## src/rtl/turbo_enc_frame_ctrl.sv

```systemverilog
// Frame sequencer for the 8-bit turbo encoder datapath.
//
// Loads one frame of K information bits into the datapath frame buffer, then
// drives natural-order (i) and interleaved (pi(i) = (P*i + off) mod K) read
// addresses to the two constituent RSC encoders. It also sequences trellis
// termination and signals frame completion.
//
// Optional feature macro: TURBO_CTRL_PUNCT_EN adds punct_sel for rate-1/2 parity
// alternation. When the macro is undefined the port is absent (rate 1/3).
//
// Ports:
//   clk, rst                        clock, asynchronous active-high reset
//   start, abort                    frame start (IDLE only), synchronous abort
//   frame_len, il_step, il_off      K, interleaver multiplier P, offset (latched on start)
//   in_valid / in_ready             input bit handshake (LOAD only)
//   buf_wr_en, buf_wr_addr          frame buffer write port
//   out_ready                       downstream accepts an encoded symbol
//   enc_clr, enc_en, term_en        encoder clear / advance / tail strobes
//   rd_addr_nat, rd_addr_int        natural and interleaved read addresses
//   busy, done, err                 status: not idle, end-of-frame pulse, rejected start
//
// State, addresses and status flags are registered. The strobes buf_wr_en,
// enc_en and term_en are registered phase flags gated by the live handshake
// input, so each strobe lines up with the cycle its handshake completes.
module turbo_enc_frame_ctrl #(
  parameter int unsigned ADDR_W   = 8,
  parameter int unsigned TAIL_LEN = 3
) (
  input  logic              clk,
  input  logic              rst,
  input  logic              start,
  input  logic              abort,
  input  logic [ADDR_W-1:0] frame_len,
  input  logic [ADDR_W-1:0] il_step,
  input  logic [ADDR_W-1:0] il_off,
  input  logic              in_valid,
  output logic              in_ready,
  output logic              buf_wr_en,
  output logic [ADDR_W-1:0] buf_wr_addr,
  input  logic              out_ready,
  output logic              enc_clr,
  output logic              enc_en,
  output logic [ADDR_W-1:0] rd_addr_nat,
  output logic [ADDR_W-1:0] rd_addr_int,
  output logic              term_en,
  output logic              busy,
  output logic              done,
  output logic              err
`ifdef TURBO_CTRL_PUNCT_EN
  ,
  output logic              punct_sel
`endif
);

  localparam int unsigned TailW = (TAIL_LEN > 1) ? $clog2(TAIL_LEN) : 1;

  typedef enum logic [2:0] {StIdle, StLoad, StEncode, StTail, StDone} state_e;

  state_e              state_q;
  logic [ADDR_W-1:0]   len_q, step_q, off_q;
  logic [ADDR_W-1:0]   wr_cnt_q, nat_q, int_q;
  logic [TailW-1:0]    tail_q;
  logic                in_ready_q, enc_clr_q, busy_q, done_q, err_q;
`ifdef TURBO_CTRL_PUNCT_EN
  logic                punct_q;
`endif

  logic                cfg_ok;
  logic [ADDR_W-1:0]   len_m1;
  logic [ADDR_W:0]     int_sum, int_wrap;
  logic [ADDR_W-1:0]   int_nxt;

  assign cfg_ok = (frame_len >= ADDR_W'(2)) && (il_off < frame_len) &&
                  (il_step != '0) && (il_step < frame_len);
  assign len_m1 = len_q - ADDR_W'(1);

  // Incremental modular step: pi and P are both below K, so one conditional
  // subtraction keeps the sum inside [0, K).
  assign int_sum  = {1'b0, int_q} + {1'b0, step_q};
  assign int_wrap = int_sum - {1'b0, len_q};
  assign int_nxt  = (int_sum >= {1'b0, len_q}) ? int_wrap[ADDR_W-1:0] : int_sum[ADDR_W-1:0];

  assign in_ready    = in_ready_q;
  assign buf_wr_en   = in_valid & in_ready_q;
  assign buf_wr_addr = wr_cnt_q;
  assign enc_clr     = enc_clr_q;
  // The clear cycle is the first ENCODE cycle and never advances the encoders.
  assign enc_en      = (state_q == StEncode) & ~enc_clr_q & out_ready;
  assign term_en     = (state_q == StTail) & out_ready;
  assign rd_addr_nat = nat_q;
  assign rd_addr_int = int_q;
  assign busy        = busy_q;
  assign done        = done_q;
  assign err         = err_q;
`ifdef TURBO_CTRL_PUNCT_EN
  assign punct_sel   = punct_q;
`endif

  always_ff @(posedge clk or posedge rst) begin
    if (rst) begin
      state_q    <= StIdle;
      len_q      <= '0;
      step_q     <= '0;
      off_q      <= '0;
      wr_cnt_q   <= '0;
      nat_q      <= '0;
      int_q      <= '0;
      tail_q     <= '0;
      in_ready_q <= 1'b0;
      enc_clr_q  <= 1'b0;
      busy_q     <= 1'b0;
      done_q     <= 1'b0;
      err_q      <= 1'b0;
`ifdef TURBO_CTRL_PUNCT_EN
      punct_q    <= 1'b0;
`endif
    end else begin
      // Pulse outputs default low every cycle.
      enc_clr_q <= 1'b0;
      done_q    <= 1'b0;
      err_q     <= 1'b0;
      if (abort) begin
        state_q    <= StIdle;
        wr_cnt_q   <= '0;
        nat_q      <= '0;
        int_q      <= '0;
        tail_q     <= '0;
        in_ready_q <= 1'b0;
        busy_q     <= 1'b0;
`ifdef TURBO_CTRL_PUNCT_EN
        punct_q    <= 1'b0;
`endif
      end else begin
        unique case (state_q)
          StIdle: begin
            if (start) begin
              if (cfg_ok) begin
                len_q      <= frame_len;
                step_q     <= il_step;
                off_q      <= il_off;
                wr_cnt_q   <= '0;
                in_ready_q <= 1'b1;
                busy_q     <= 1'b1;
                state_q    <= StLoad;
              end else begin
                err_q <= 1'b1;
              end
            end
          end
          StLoad: begin
            if (buf_wr_en) begin
              if (wr_cnt_q == len_m1) begin
                in_ready_q <= 1'b0;
                enc_clr_q  <= 1'b1;
                nat_q      <= '0;
                int_q      <= off_q;
`ifdef TURBO_CTRL_PUNCT_EN
                punct_q    <= 1'b0;
`endif
                state_q    <= StEncode;
              end else begin
                wr_cnt_q <= wr_cnt_q + ADDR_W'(1);
              end
            end
          end
          StEncode: begin
            if (enc_en) begin
`ifdef TURBO_CTRL_PUNCT_EN
              punct_q <= ~punct_q;
`endif
              if (nat_q == len_m1) begin
                // Addresses stay on the last symbol through the tail.
                tail_q  <= '0;
                state_q <= StTail;
              end else begin
                nat_q <= nat_q + ADDR_W'(1);
                int_q <= int_nxt;
              end
            end
          end
          StTail: begin
            if (term_en) begin
`ifdef TURBO_CTRL_PUNCT_EN
              punct_q <= ~punct_q;
`endif
              if (tail_q == TailW'(TAIL_LEN - 1)) begin
                done_q  <= 1'b1;
                state_q <= StDone;
              end else begin
                tail_q <= tail_q + TailW'(1);
              end
            end
          end
          StDone: begin
            busy_q  <= 1'b0;
            state_q <= StIdle;
          end
          default: begin
            busy_q     <= 1'b0;
            in_ready_q <= 1'b0;
            state_q    <= StIdle;
          end
        endcase
      end
    end
  end

endmodule

```

## config.mk

```make
export PLATFORM = sky130hd
export DESIGN_NAME = turbo_enc_frame_ctrl
export DESIGN_NICKNAME = d
export VERILOG_FILES = /design/src/rtl/turbo_enc_frame_ctrl.sv
export SDC_FILE = /design/constraint.sdc
export NUM_CORES = 1
export LEC_CHECK = 0
export CORE_UTILIZATION = 50
export CTS_CLUSTER_DIAMETER = 80
export DETAILED_ROUTE_END_ITERATION = 10
export PLACE_DENSITY = 0.75
export SLEW_MARGIN = 20
export SYNTH_ARGS = -nofsm -noshare
export SYNTH_HDL_FRONTEND = slang
export SYNTH_SLANG_ARGS = --single-unit
```

## constraint.sdc

```tcl
create_clock -name clk -period 3.22 [get_ports clk]
set_input_delay 0.644 -clock clk [delete_from_list [all_inputs] [get_ports clk]]
set_output_delay 0.644 -clock clk [all_outputs]
set_load 0.02 [all_outputs]
```

==> impl_metrics.json, run 1 <==
{
  "grt_usage_pct": 27.5,
  "dp_hpwl_mm": 8.65,
  "synthArstFlopShare_pct": 100,
  "grt_pass1_wl_mm": 18.6,
  "p_int_w": 0.00298,
  "fin_area_um2": 5500,
  "min_period_ns": 3.17,
  "antenna_left": 0,
  "cts_tree": "done",
  "drc": 0,
  "synthDistinctLibCells": 58,
  "p_leak_nw": 2.47,
  "worst-path-max-fanout": 4,
  "grt_pass1_vias": 3701,
  "dpl_cell_area_um2": 5160,
  "routed_via_density": 6.09,
  "synth_area_um2": 4270,
  "numClockSinks": 58,
  "seq_area_um2": 1450,
  "wl_per_cell_um": 18.0,
  "wirelength_mm": 11.6,
  "power_density_nw_per_um2": 945,
  "holdBufCountCts": 0,
  "critPathLaunchType": "flop",
  "die_x_um": 94.4,
  "period_share_pct": 98.4,
  "ys_seq_area_share_pct": 34.0,
  "netlist_instances": 447,
  "ir_worst_vdd_uv": 526,
  "multi_input_area_um2": 2720,
  "synth-seq-cells": 58,
  "netSwitchingPower_w": 0.00221,
  "design.core.area_um2": 8260,
  "cap_violations": 0,
  "seqPwrFrac_pct": 22.5,
  "synth_area_leaders": "dfrtp_1 34%, ha_1 10%, mux2_2 4.5%",
  "synth_edf_count": 0,
  "synth_area_per_cell_um2": 9.55,
  "clk_pin_slew_ns": 0.07,
  "row_count": 33,
  "clockBufferDepth": 2,
  "slew_headroom_pct": 51.3,
  "drive_above_1_share_pct": 15.4,
  "drt-initial-drc-count": 259,
  "status": "complete, no violations",
  "most-common-layout-cells": "61 x clkdlybuf4s50_1, 58 x dfrtp_1, 32 x nor2_1",
  "max_slew.worst_pin.slew_ns": 0.727,
  "synth_top_area_share_pct": 34.0,
  "report.final.slew_viol_count": 0,
  "cp.arrival_ns": 3.43,
  "finalSetupViolations": 0,
  "dieHeight_um": 94.4,
  "ys_warn_count": 0,
  "ys.flop_type": "dfrtp_1",
  "final.setup.tns_ns": 0,
  "grt_overflow": 0,
  "vias": 3920,
  "swShare_pct": 42.6,
  "cp-end-kind": "flop",
  "required_ns": 3.48,
  "hold_viol": 0,
  "cts_buffers": 9,
  "h-tree-depth": 3,
  "grt_max_degree": 59,
  "fin_nets": 600,
  "fillers": 676,
  "diodes": 0,
  "skew_ns": 0.00918,
  "crit_type": "flop to flop",
  "area_growth_pct": 28.8,
  "yosysTopAreaCell": "dfrtp_1",
  "clkPwrFrac_pct": 14.6,
  "clock_latency_ns": 0.34,
  "initial_core_util_pct": 51.7,
  "die_area_um2": 8910,
  "port_buffers": 61,
  "synth_fp_nets": 513,
  "fmax_ghz": 0.316,
  "rsz0062_at_grt": "yes",
  "antenna_found_initial": 0,
  "place_congestion": 0.941,
  "io_pins": 62,
  "drt_pass1_iterations": 5,
  "final_common_cell": "clkdlybuf4s50_1",
  "combPwrFrac_pct": 62.9,
  "clockRootBuffer": "clkbuf_8",
  "hp-class": "flop to flop"
}
per-layer routing:
metal  share of wire, %  GRT usage, %
met4                2.2          8.97
met2                 46          42.3
met5                  0             0
met1                 46          38.7
met3                5.3          5.64
area by class of cell:
cell class,count,share of cell area [%]
tap,105,2.39
clock buffer,13,3.25
timing repair buffer,89,15.7
multi-input combinational,348,49.5
inverter,28,1.91
sequential,58,26.4
clock inverter,3,0.819
cell usage after synthesis, types with 8 or more instances:
cell      instances
dfrtp_1          58
ha_1             34
nor2_1           32
inv_1            28
o21ai_0          28
nand2_1          23
mux2_2           17
a31oi_1          15
and3_1           14
nand2b_1         13
nand3_1          13
xnor2_1          12
mux2i_1          10
a21oi_1           9
o41ai_1           9
nand4_1           8
xor2_1            8
through the flow:
step | hold slack [ns] | power (W) | utilization, % | cells | setup WS (ns)
3_5_place_dp | 0.503 | 0.00408 | 62.5 | 625 | -0.116
6_report | 0.519 | 0.00519 | 66.6 | 644 | 0.0507
4_1_cts | 0.521 | 0.00491 | 65.4 | 642 | 0.0257
5_1_grt | 0.545 | 0.00556 | 66.6 | 644 | -0.166
2_1_floorplan | 0.471 | 0.00317 | - | 447 | 0.0250
3_3_place_gp | 0.490 | 0.00398 | 62.5 | 625 | 0.00424
state kept, by name, indices dropped and copies added, names as in the netlist:
name,flops
len_q,8
step_q,8
state_q,3
err,1
in_ready,1
rd_addr_int,8
busy,1
off_q,8
done,1
enc_clr,1
rd_addr_nat,8
tail_q,2
buf_wr_addr,8
worst paths after layout:
check	slack, ns	from	cells past startpoint	endpoint
max reg2reg	0.05	step_q[0]$_DFFE_PP0P_	13	rd_addr_int[1]$_DFFE_PP0P_
min	0.52	off_q[6]$_DFFE_PP0P_	1	off_q[6]$_DFFE_PP0P_
max	0.05	step_q[0]$_DFFE_PP0P_	13	rd_addr_int[1]$_DFFE_PP0P_
min reg2reg	0.52	off_q[6]$_DFFE_PP0P_	1	off_q[6]$_DFFE_PP0P_
min in group asynchronous	0.69	rst	3	busy$_DFFE_PP0P_
max in group asynchronous	2.28	rst	3	step_q[0]$_DFFE_PP0P_
power by group through the flow:
stage | Combinational [W] | Sequential [W] | Clock, W
final | 0.00327 | 0.00117 | 0.000759
after global routing | 0.00357 | 0.00119 | 0.000802
after CTS | 0.00300 | 0.00114 | 0.000768
after detailed placement | 0.00293 | 0.00115 | 0
after global placement | 0.00284 | 0.00114 | 0
after floorplan | 0.00206 | 0.00111 | 0
cell families (layout without fill, tap and decap cells):
group	Yosys count	count (layout)	share of synthesized area, %
compound gates	118	118	19.6
fa+ha+maj	36	36	10.9
simple gates	142	142	17.7
buf+inv	41	133	4.22
flops	58	58	34.0
xor+xnor	25	25	6.74
mux	27	27	6.83
critical path: stages (launching register included):
cell	delay [ns]
dfrtp_1	0.41
ha_4	0.19
fa_2	0.38
buf_4	0.15
xor2_1	0.22
ha_1	0.31
o21a_1	0.18
o31a_1	0.12
o21a_1	0.19
buf_4	0.15
o211a_1	0.25
o21ai_1	0.16
o211ai_1	0.15
a31oi_1	0.23
what timing repair did:
item                                    CTS  global route
gates resized for setup                   2            22
pin swaps                                 3            19
buffers inserted                          1             2
endpoints found under the hold margin     0             0
endpoints found under the setup margin    6             9
cloned                                    0             0
(Power assumes the default switching activity.)
==> run 2: changes to the inputs <==
CORE_MARGIN = 5   (was default)
MAX_ROUTING_LAYER = met4   (was default)
REMOVE_ABC_BUFFERS = 1   (was default)
==> impl_metrics.json, run 2 (synthesis results as in run 1) <==
{
  "p_leak_nw": 2.47,
  "fmax_ghz": 0.315,
  "dieHeight_um": 102,
  "cp-end-kind": "flop",
  "antenna_found_initial": 0,
  "clockRootBuffer": "clkbuf_8",
  "grt_pass1_vias": 3773,
  "power_density_nw_per_um2": 942,
  "grt_pass1_wl_mm": 18.9,
  "place_congestion": 1.01,
  "status": "complete, no violations",
  "initial_core_util_pct": 51.7,
  "numClockSinks": 58,
  "ir_worst_vdd_uv": 504,
  "h-tree-depth": 3,
  "drt_pass1_iterations": 5,
  "report.final.slew_viol_count": 0,
  "grt_max_degree": 36,
  "crit_type": "flop to flop",
  "drt-initial-drc-count": 279,
  "row_count": 33,
  "holdBufCountCts": 0,
  "finalSetupViolations": 0,
  "design.core.area_um2": 8260,
  "die_x_um": 102,
  "hold_viol": 0,
  "port_buffers": 61,
  "clockBufferDepth": 2,
  "cts_buffers": 9,
  "wirelength_mm": 11.7,
  "max_slew.worst_pin.slew_ns": 0.726,
  "clock_latency_ns": 0.35,
  "die_area_um2": 10500,
  "rsz0062_at_grt": "yes",
  "place_ws_ns": -0.0884,
  "cts_tree": "done",
  "vias": 3911,
  "worst-path-max-fanout": 4,
  "grt_usage_pct": 24.0,
  "wl_per_cell_um": 18.2,
  "drive_above_1_share_pct": 16.6,
  "area_growth_pct": 28.3,
  "hp-class": "flop to flop",
  "diodes": 0,
  "worst_slack_ns": 0.0487,
  "io_pins": 62,
  "final.setup.tns_ns": 0,
  "clk_pin_slew_ns": 0.07,
  "period_share_pct": 98.5,
  "drc": 0,
  "routed_via_density": 6.05,
  "most-common-layout-cells": "61 x clkdlybuf4s50_1, 57 x dfrtp_1, 32 x nor2_1",
  "whs_ns": 0.524,
  "skew_ns": 0.0104,
  "antenna_left": 0,
  "fin_nets": 602,
  "final_common_cell": "clkdlybuf4s50_1",
  "fillers": 673,
  "dp_hpwl_mm": 9.06,
  "cap_violations": 0,
  "slew_headroom_pct": 51.3,
  "grt_overflow": 0,
  "cp.arrival_ns": 3.43,
  "min_period_ns": 3.17,
  "required_ns": 3.48,
  "fin_util_pct": 66.3,
  "critPathLaunchType": "flop"
}
run 2: cell types whose count changed in the layout (fill, tap and decap cells not counted), sizes merged:
cell,delta
buf,+2
clkbuf,-3
clkinv,+4
clkinvlp,-1
run 2: per-stage QoR:
step | std cells | instance area [um2] | total power (W)
after floorplan | 434 | 4190 | 0.00314
after global placement | 627 | 5150 | 0.00405
after global routing | 646 | 5480 | 0.00554
final | 646 | 5480 | 0.00516
after detailed placement | 627 | 5150 | 0.00412
after CTS | 643 | 5350 | 0.00482
run 2: what timing repair did:
item,CTS,global route
pin swaps,2,20
buffers inserted,0,3
setup endpoints to repair,4,12
gates resized for setup,3,22
run 2: path summary, 6_finish.rpt:
kind | from | to | slack [ns] | cells after the start
max in group asynchronous | rst | rd_addr_int[3]$_DFFE_PP0P_ | 1.79 | 3
max | step_q[0]$_DFFE_PP0P_ | rd_addr_int[2]$_DFFE_PP0P_ | 0.05 | 13
min reg2reg | off_q[5]$_DFFE_PP0P_ | off_q[5]$_DFFE_PP0P_ | 0.52 | 1
min | off_q[5]$_DFFE_PP0P_ | off_q[5]$_DFFE_PP0P_ | 0.52 | 1
max reg2reg | step_q[0]$_DFFE_PP0P_ | rd_addr_int[2]$_DFFE_PP0P_ | 0.05 | 13
min in group asynchronous | rst | off_q[2]$_DFFE_PP0P_ | 0.74 | 2
run 2: routing by layer:
metal	part of all wire, %	wire length [um]	vias to the layer above	global-route usage, %
met1	45	5330	1917	33.3
li1	-	-	1850	-
met3	5.4	638	12	4.37
met4	1.1	124	0	6.36
met2	48	5650	132	36.3
met5	0	0	-	-
run 2: final cells by class:
type                       count  area (um2)  area share, %
clock buffer                  10         128           2.33
sequential                    58        1450           26.5
timing repair buffer          91         848           15.5
inverter                      28         105           1.92
clock inverter                 6        57.6           1.05
tap                          105         131           2.40
multi-input combinational    348        2750           50.3
run 2: report_power, final:
| part | switching [W] | internal, W |
|---|---|---|
| combinational | 0.00168 | 0.00164 |
| sequential | 0.000248 | 0.000923 |
| clock | 0.000307 | 0.000352 |
run 2: critical path: stages, from the launching register on:
cell and delay, ns:
dfrtp_1 0.39, ha_2 0.20, fa_2 0.37, buf_4 0.16
a21o_1 0.17, a21oi_2 0.18, xnor2_2 0.10, ha_2 0.19
or3_4 0.39, o211ai_1 0.30, buf_4 0.19, and3_1 0.14
o21ai_0 0.09, a31oi_1 0.21
==> run 3: changes to the inputs <==
--- a/constraint.sdc
+++ b/constraint.sdc
@@ -3,2 +3,2 @@
 set_output_delay 0.644 -clock clk [all_outputs]
-set_load 0.02 [all_outputs]
+set_load 0.005 [all_outputs]
==> results of run 3 <==
Same layout as run 2 (identical final DEF). Status: complete, no violations.
Among the figures that moved: total power 0.00516 W -> 0.00511 W
